### src/rtl/top_arbiter_pkg.sv
// Shared types and constants for the two-device arbiter: FSM state codes,
// device ids, default service lengths and the counter-width helper.
package top_arbiter_pkg;

    localparam logic [1:0] ST_IDLE  = 2'd0;
    localparam logic [1:0] ST_SERV1 = 2'd1;
    localparam logic [1:0] ST_SERV2 = 2'd2;

    typedef logic dev_id_t;
    localparam dev_id_t DEV_1 = 1'b0;
    localparam dev_id_t DEV_2 = 1'b1;

    localparam int unsigned DEF_DEV1_CYCLES = 4;
    localparam int unsigned DEF_DEV2_CYCLES = 6;
    localparam int unsigned COLL_W          = 16;

    // Width of the service down-counter: clog2 of the longer service, at least 1.
    function automatic int unsigned cnt_width(input int unsigned a, input int unsigned b);
        int unsigned m;
        m = (a > b) ? a : b;
        if (m <= 32'd1) return 32'd1;
        return 32'($clog2(m));
    endfunction

endpackage

### src/rtl/top_arbiter_req.sv
// Per-device request front end: accepts a request into a single pending slot,
// rejects it (drop pulse) when busy or disabled, and clears on disable or grant.
module top_arbiter_req (
    input  logic clk,
    input  logic rst_n,
    input  logic en_i,
    input  logic req_i,
    input  logic granted_i,
    input  logic take_i,
    output logic pending_o,
    output logic drop_o
);

    logic pending_q, pending_d;
    logic drop_q, drop_d;

    always_comb begin
        drop_d    = req_i & (~en_i | pending_q | granted_i);
        pending_d = pending_q & en_i;
        if (req_i & en_i & ~pending_q & ~granted_i) pending_d = 1'b1;
        if (take_i) pending_d = 1'b0;
    end

    always_ff @(posedge clk or negedge rst_n) begin
        if (!rst_n) begin
            pending_q <= 1'b0;
            drop_q    <= 1'b0;
        end else begin
            pending_q <= pending_d;
            drop_q    <= drop_d;
        end
    end

    assign pending_o = pending_q;
    assign drop_o    = drop_q;

endmodule

### src/rtl/top_arbiter.sv
// Two-device shared-resource arbiter with alternating tie-break and fixed
// per-device service length. Optional contention counter: TOP_ARBITER_COLLISION_CNT_EN.
module top_arbiter
    import top_arbiter_pkg::*;
#(
    parameter int unsigned DEV1_CYCLES = DEF_DEV1_CYCLES,
    parameter int unsigned DEV2_CYCLES = DEF_DEV2_CYCLES
) (
    input  logic        clk,
    input  logic        rst_n,
    input  logic        en1,
    input  logic        en2,
    input  logic        req1,
    input  logic        req2,
    output logic        grant1,
    output logic        grant2,
    output logic        done1,
    output logic        done2,
    output logic        drop1,
    output logic        drop2,
    output logic [15:0] collision_cnt
);

    localparam int unsigned CNT_W = cnt_width(DEV1_CYCLES, DEV2_CYCLES);

    logic [1:0]       state_q, state_d;
    logic [CNT_W-1:0] cnt_q, cnt_d;
    dev_id_t          last_q, last_d;
    logic             grant1_q, grant1_d, grant2_q, grant2_d;
    logic             done1_q, done1_d, done2_q, done2_d;
    logic             pend1, pend2, elig1, elig2, take1, take2;

    top_arbiter_req u_req1 (
        .clk       (clk),
        .rst_n     (rst_n),
        .en_i      (en1),
        .req_i     (req1),
        .granted_i (grant1_q),
        .take_i    (take1),
        .pending_o (pend1),
        .drop_o    (drop1)
    );

    top_arbiter_req u_req2 (
        .clk       (clk),
        .rst_n     (rst_n),
        .en_i      (en2),
        .req_i     (req2),
        .granted_i (grant2_q),
        .take_i    (take2),
        .pending_o (pend2),
        .drop_o    (drop2)
    );

    // A pending device whose enable has just dropped is no longer a candidate.
    assign elig1 = pend1 & en1;
    assign elig2 = pend2 & en2;

    always_comb begin
        state_d = state_q;
        cnt_d   = cnt_q;
        last_d  = last_q;
        take1   = 1'b0;
        take2   = 1'b0;

        case (state_q)
            ST_IDLE: begin
                if (elig1 && (!elig2 || last_q == DEV_2)) take1 = 1'b1;
                else if (elig2)                           take2 = 1'b1;
            end
            ST_SERV1: begin
                if (cnt_q == '0) begin
                    if (elig2) take2 = 1'b1;
                    else       state_d = ST_IDLE;
                end else begin
                    cnt_d = cnt_q - CNT_W'(1);
                end
            end
            ST_SERV2: begin
                if (cnt_q == '0) begin
                    if (elig1) take1 = 1'b1;
                    else       state_d = ST_IDLE;
                end else begin
                    cnt_d = cnt_q - CNT_W'(1);
                end
            end
            default: state_d = ST_IDLE;
        endcase

        if (take1) begin
            state_d = ST_SERV1;
            cnt_d   = CNT_W'(DEV1_CYCLES - 1);
            last_d  = DEV_1;
        end
        if (take2) begin
            state_d = ST_SERV2;
            cnt_d   = CNT_W'(DEV2_CYCLES - 1);
            last_d  = DEV_2;
        end

        grant1_d = (state_d == ST_SERV1);
        grant2_d = (state_d == ST_SERV2);
        done1_d  = grant1_d && (cnt_d == '0);
        done2_d  = grant2_d && (cnt_d == '0);
    end

    // Device 2 counts as last served out of reset so device 1 wins the first tie.
    always_ff @(posedge clk or negedge rst_n) begin
        if (!rst_n) begin
            state_q  <= ST_IDLE;
            cnt_q    <= '0;
            last_q   <= DEV_2;
            grant1_q <= 1'b0;
            grant2_q <= 1'b0;
            done1_q  <= 1'b0;
            done2_q  <= 1'b0;
        end else begin
            state_q  <= state_d;
            cnt_q    <= cnt_d;
            last_q   <= last_d;
            grant1_q <= grant1_d;
            grant2_q <= grant2_d;
            done1_q  <= done1_d;
            done2_q  <= done2_d;
        end
    end

    assign grant1 = grant1_q;
    assign grant2 = grant2_q;
    assign done1  = done1_q;
    assign done2  = done2_q;

`ifdef TOP_ARBITER_COLLISION_CNT_EN
    logic [COLL_W-1:0] coll_q, coll_d;
    logic              coll_hit;

    // Saturating count of cycles where the owner holds the resource while the other waits.
    always_comb begin
        coll_hit = (grant1_q & pend2) | (grant2_q & pend1);
        coll_d   = coll_q;
        if (coll_hit && coll_q != '1) coll_d = coll_q + COLL_W'(1);
    end

    always_ff @(posedge clk or negedge rst_n) begin
        if (!rst_n) coll_q <= '0;
        else        coll_q <= coll_d;
    end

    assign collision_cnt = coll_q;
`else
    assign collision_cnt = '0;
`endif

endmodule

### config.mk
export PLATFORM = sky130hd
export DESIGN_NAME = top_arbiter
export DESIGN_NICKNAME = d
export VERILOG_FILES = /design/src/rtl/top_arbiter_pkg.sv /design/src/rtl/top_arbiter_req.sv /design/src/rtl/top_arbiter.sv
export SDC_FILE = /design/constraint.sdc
export NUM_CORES = 1
export LEC_CHECK = 0
export CAP_MARGIN = 30
export CELL_PAD_IN_SITES_DETAIL_PLACEMENT = 0
export CELL_PAD_IN_SITES_GLOBAL_PLACEMENT = 1
export CORE_MARGIN = 2
export CORE_UTILIZATION = 38
export CTS_CLUSTER_DIAMETER = 100
export CTS_CLUSTER_SIZE = 16
export DETAILED_ROUTE_END_ITERATION = 10
export HOLD_SLACK_MARGIN = 0.12
export PLACE_DENSITY_LB_ADDON = 0.1
export SLEW_MARGIN = 20
export SYNTH_ARGS = -nofsm -noshare
export SYNTH_HDL_FRONTEND = slang
export SYNTH_HIERARCHICAL = 1
export SYNTH_SLANG_ARGS = --single-unit
### constraint.sdc
create_clock -name clk -period 4 [get_ports clk]
set_input_delay 1.2 -clock clk [delete_from_list [all_inputs] [get_ports clk]]
set_output_delay 1.2 -clock clk [all_outputs]
set_load 0.02 [all_outputs]
Word level (Yosys, flattened, before mapping)
Cells that the tools add are included.
{"block": "totals", "latch_bits": 0, "n_memories": 0, "ramBits": 0, "ff_bits": 14, "out_inout_bits": 22, "inputBits": 6, "romBits": 0}
{"block": "op_classes", "eq_ne": 4, "bitwise": 20, "n_div": 0, "add_sub_neg": 1, "n_lt_le_gt_ge": 0, "muxes": 25, "mul": 0, "reduce_logical": 10, "n_shift": 0}
{"op": "$mux 1", "n": 12}
{"op": "$mux 2", "n": 6}
{"op": "$mux 3", "n": 4}
{"op": "$and 1x1->1", "n": 10}
{"op": "$logic_not 3->1", "n": 2}
{"op": "$not 1->1", "n": 6}
{"op": "$pmux 2 s3", "n": 1}
{"op": "$eq 2x1->1 const B", "n": 2}
{"op": "$eq 2x2->1 const B", "n": 2}
{"op": "$or 1x1->1", "n": 4}
{"op": "$pmux 1 s2", "n": 2}
{"op": "$logic_and 1x1->1", "n": 3}
{"op": "$sub 3x1->3 const B", "n": 1}
{"op": "$logic_not 2->1", "n": 1}
{"op": "$reduce_bool 2->1", "n": 1}
{"op": "$reduce_or 2->1", "n": 1}
{"op": "$logic_not 1->1", "n": 1}
{"op": "$logic_or 1x1->1", "n": 1}

Longest topological paths before layout
{"block": "depth", "ltp_word": 10, "ltp_mapped": 6}

Cells and area by module
The synthesis kept the hierarchy.
{"module": "top_arbiter", "n_inst": 1, "seq_area_each_um2": 251.5, "area_per_inst_um2": 788.3, "cells_per_inst": 77}
{"module": "top_arbiter_req", "n_inst": 2, "seq_area_each_um2": 50.0, "area_per_inst_um2": 86.3, "cells_per_inst": 7}

Worst setup path before layout
No wires, ideal clock.
{"block": "synth_path", "kind": "in2reg", "startpoint": "in en1", "endpoint": "reg cnt_q[1]", "arrival_time_ns": 2.051, "path_buffers": 0, "path_slack_ns": 1.823, "stages": 4, "setup_ns": 0.126, "path_cell_list": "and2_1 -> a32oi_4 -> inv_1 -> o31a_2"}
{"block": "synth_via", "elab_chain_len": 6, "word_cells_on_any_way": 10, "classes_between": "mux (8); bitwise (1); reduce/logical (1)"}
{"item": "from (decl)", "line": "top_arbiter.sv:11", "text": "input logic en1,"}
{"item": "$and 1x1->1 (*)", "line": "top_arbiter.sv:56", "text": "assign elig1 = pend1 & en1;"}
{"item": "$mux 1 or $logic_and 1x1->1 (tied branches)", "line": "top_arbiter.sv:81, top_arbiter.sv:68"}
{"item": "$mux 1, on equally long branches", "line": "top_arbiter.sv:80, top_arbiter.sv:68"}
{"item": "$pmux 1 s2 (*)", "line": "top_arbiter.sv:66", "text": "case (state_q)"}
{"item": "named net take1", "line": "top_arbiter.sv:31", "text": "logic pend1, pend2, elig1, elig2, take1, take2;"}
{"item": "$mux 3 (*)", "line": "top_arbiter.sv:90", "text": "if (take1) begin"}
{"item": "$mux 3 (*)", "line": "top_arbiter.sv:95", "text": "if (take2) begin"}
{"item": "named net cnt_d[1]", "line": "top_arbiter.sv:27", "text": "logic [CNT_W-1:0] cnt_q, cnt_d;"}
{"item": "to (signal assigned)", "line": "top_arbiter.sv:119", "text": "cnt_q <= cnt_d;"}
{"item": "to (decl)", "line": "top_arbiter.sv:27"}
The timed path passes the listed nets; every way through them passes the cells marked *.
A chain may end at the register's enable or synchronous reset.

Worst setup path in the final report
{"block": "layout_path", "startpoint": "in en2", "endpoint": "reg done2_q, in the netlist done2"}
{"block": "layout_via", "elab_chain_len": 10, "word_cells_on_any_way": 20, "classes_between": "eq/ne (1); mux (13); bitwise (1); reduce/logical (5)"}
{"item": "from (decl)", "line": "top_arbiter.sv:12", "text": "input logic en2,"}
{"item": "$and 1x1->1 (*)", "line": "top_arbiter.sv:57", "text": "assign elig2 = pend2 & en2;"}
{"item": "$logic_not 1->1", "line": "top_arbiter.sv:68", "text": "if (elig1 && (!elig2 || last_q == DEV_2)) take1 = 1'b1;"}
{"item": "$logic_or 1x1->1", "line": "top_arbiter.sv:68"}
{"item": "$logic_and 1x1->1", "line": "top_arbiter.sv:68"}
{"item": "$mux 1", "line": "top_arbiter.sv:68"}
{"item": "$pmux 1 s2", "line": "top_arbiter.sv:66"}
{"item": "$mux 2 or $mux 3 (tied branches)", "line": "top_arbiter.sv:90"}
{"item": "$mux 2 or $mux 3 (tied branches)", "line": "top_arbiter.sv:95"}
{"item": "$eq 2x2->1 or $logic_not 3->1 (tied branches)", "line": "top_arbiter.sv:102, top_arbiter.sv:104"}
{"item": "$logic_and 1x1->1 (*)", "line": "top_arbiter.sv:104", "text": "done2_d = grant2_d && (cnt_d == '0);"}
{"item": "named net done2_d", "line": "top_arbiter.sv:30", "text": "logic done1_q, done1_d, done2_q, done2_d;"}
{"item": "to (signal assigned)", "line": "top_arbiter.sv:124", "text": "done2_q <= done2_d;"}
{"item": "to (decl)", "line": "top_arbiter.sv:30"}
Marks and branches as above.

==> flow_summary.json <==
{
  "outcome": "complete, no violations",
  "synth_area_leaders": "dfrtp_1 (34%), buf_4 (13%), ha_1 (7.8%), a32oi_4 (5.7%), inv_1 (3.9%)",
  "min_path_cells": 2,
  "holdCritStartpoint": "last_q",
  "worst_setup_path_start_kind": "input port",
  "p_per_area_nw_per_um2": 671,
  "dr.pass1.iters": 4,
  "wirelength_mm": 1.74,
  "most_used_flip_flop_cell_after_synthesis": "dfrtp_1",
  "layout-area-overhead-vs-synth_pct": 11.5,
  "number_of_buffers_created_by_cts": 3,
  "post-route-period-util_pct": 62.5,
  "route.antenna.remaining_nets": 0,
  "clk_pin_slew_worst_paths_ns": 0.09,
  "drt_first_iter_violations": 13,
  "ctsHoldBuffers": 0,
  "ctsHtreeMaxLevel": 1,
  "antenna_violations_before_repair": 0,
  "start_util_pct": 39.5,
  "final_layout_size_suffix_gt1_share_pct": 16.2,
  "synthArstFlopShare_pct": 100,
  "clock_latency_ns": 0.28,
  "report.final.setup_viol": 0,
  "cts_num_sinks": 14,
  "clock_tree.root_cell": "clkbuf_4",
  "dp_hpwl_mm": 1.35,
  "diodes": 0,
  "period_minus_slack_ns": 2.50,
  "die_y_microns": 54.3,
  "clock_skew_ns": 0.00570,
  "groute.usage.overall_pct": 13.6,
  "synth_enable_flop_cells": 0,
  "cts_max_path_buffers": 2,
  "detail_route.vias_per_cell": 4.75,
  "syn_area_sq_um": 961,
  "cap_viol_max_count": 0,
  "place.gp.congestion": 0.784,
  "postSynthCellCount": 91,
  "static_leakage_uw": 0.000504,
  "timing.setup.critical_path_class": "input port to flop",
  "cts_tree": "done",
  "die_width_microns": 54.3,
  "fp.coreArea_sq_um": 2430,
  "r2r.worst_path.cells": 6,
  "slew_headroom_pct": 57.3,
  "dpl_cell_area_sq_um": 1040,
  "grt_max_degree": 15,
  "endpoint_kind": "flop",
  "critPathRequiredTime_ns": 4.19,
  "routed_wire_length_per_instance_microns": 12.9,
  "synthDominantCellAreaShare_pct": 33.9,
  "synth_sequential_area_ratio_pct": 36.6,
  "synthesis.area_per_instance_sq_um": 10.6,
  "max_freq_ghz": 0.400,
  "grt_first_pass_wirelength_mm": 2.80,
  "num-nets-final": 118,
  "layout.cell_area.non_filler_sq_um": 1070,
  "vias_in_the_first_global_route": 584,
  "hold_violations": 0,
  "accumulated_negative_setup_slack_ns": 0,
  "cts_setup_buffers": 0,
  "worstHoldPathType": "flop to flop",
  "timing.rr.start": "state_q[0]",
  "ys_types": 30,
  "synth.largest_area_cell": "dfrtp_1",
  "ys.warnings.count": 6,
  "cp_data_arrival_time_ns": 2.69,
  "drc_markers": 0,
  "die-area_sq_um": 2950,
  "gr-total-overflow": 0,
  "rows": 18,
  "ir_worst_vdd_uv": 289,
  "postSynthRegisterBits": 14,
  "postLayoutCoreUtil_pct": 44.0,
  "ios": 28,
  "via_count_of_the_routed_design": 641,
  "critPathMaxFanout": 9,
  "timing.critical_path.from": "en2",
  "maxSlewViolCount": 0,
  "worst_pin_slew_ns": 0.638,
  "cts_resized": 0,
  "buffer_ports.inserted": 11,
  "grt_setup_unrepaired": "no"
}
## cells in the mapped netlist (all sizes together) (3+ instances only)
master	n
dfrtp	13
nand2	4
and3	3
o31ai	3
buf	16
inv	10
o31a	3
nand2b	3
o21ai	4
ha	6
## cell usage in the layout, fill, tap and decap left out, types with 3 or more instances in the layout
cell and instances:
conb_1 16, dfrtp_1 13, clkdlybuf4s50_1 11, inv_1 10, ha_1 6, o21ai_0 4
nand2_1 4, nand2b_1 3, o31ai_1 3, o31a_2 3, clkbuf_4 3
## state kept, by name, indices dropped and copies added (netlist names)
| register | cells |
|---|---|
| cnt_q | 3 |
| u_req2/pending_o | 1 |
| state_q | 2 |
| last_q | 1 |
| done2 | 1 |
| u_req1/pending_o | 1 |
| done1 | 1 |
| grant1 | 1 |
| u_req2/drop_o | 1 |
| u_req1/drop_o | 1 |
| grant2 | 1 |
## final cells by class
cell class                 count  area, sq um
fill                         241         1360
multi-input combinational     66          508
sequential                    14          352
timing repair buffer          11          110
inverter                      10         37.5
tap                           30         37.5
clock buffer                   4         26.3
## worst paths after layout
check | end | slack, ns
worst min-delay path | last_q | 0.47
worst max register to register | done2 | 2.03
max in group asynchronous | cnt_q[0] | 2.28
worst max-delay path | done2 | 1.50
min in group asynchronous | u_req2/drop_o | 1.30
worst min register to register | last_q | 0.47
## cells by family after synthesis
kind of cell / after synthesis / share of synthesized area (%)
buf+inv: 26 / 16.4
simple gates: 24 / 17.8
compound gates: 20 / 21.0
flops: 14 / 36.6
fa+ha+maj: 6 / 7.81
other cells: 1 / 0.390
## metal layers
layer / share of wire, % / up-vias / wire [microns] / GRT usage [%]
li1: - / 313 / - / -
met1: 46 / 307 / 806 / 18.3
met2: 48 / 16 / 829 / 21.3
met3: 3.4 / 5 / 59 / 1.64
met4: 2.3 / 0 / 40 / 7.50
met5: 0 / - / 0 / 0
## where the power goes
group	internal (uW)	switching, uW
sequential	195	39.1
combinational	169	228
clock	38.8	47.8
total	403	315
## stage by stage
stage               hold slack (ns)  setup WS, ns  power (uW)  cells
global placement              0.468          1.17         643    131
detailed placement            0.458          1.20         633    131
finish                        0.472          1.50         718    135
CTS                           0.472          1.49         723    135
floorplan                     0.444          1.82         541    106
global route                  0.494          1.38         776    135
## worst max-delay path: stages
cell and delay, ns:
clkdlybuf4s50_1 0.45, and2_1 0.19, a32oi_4 0.37, o21ai_0 0.19, nor4_2 0.29
No activity file was read; power rests on OpenSTA's default activity.
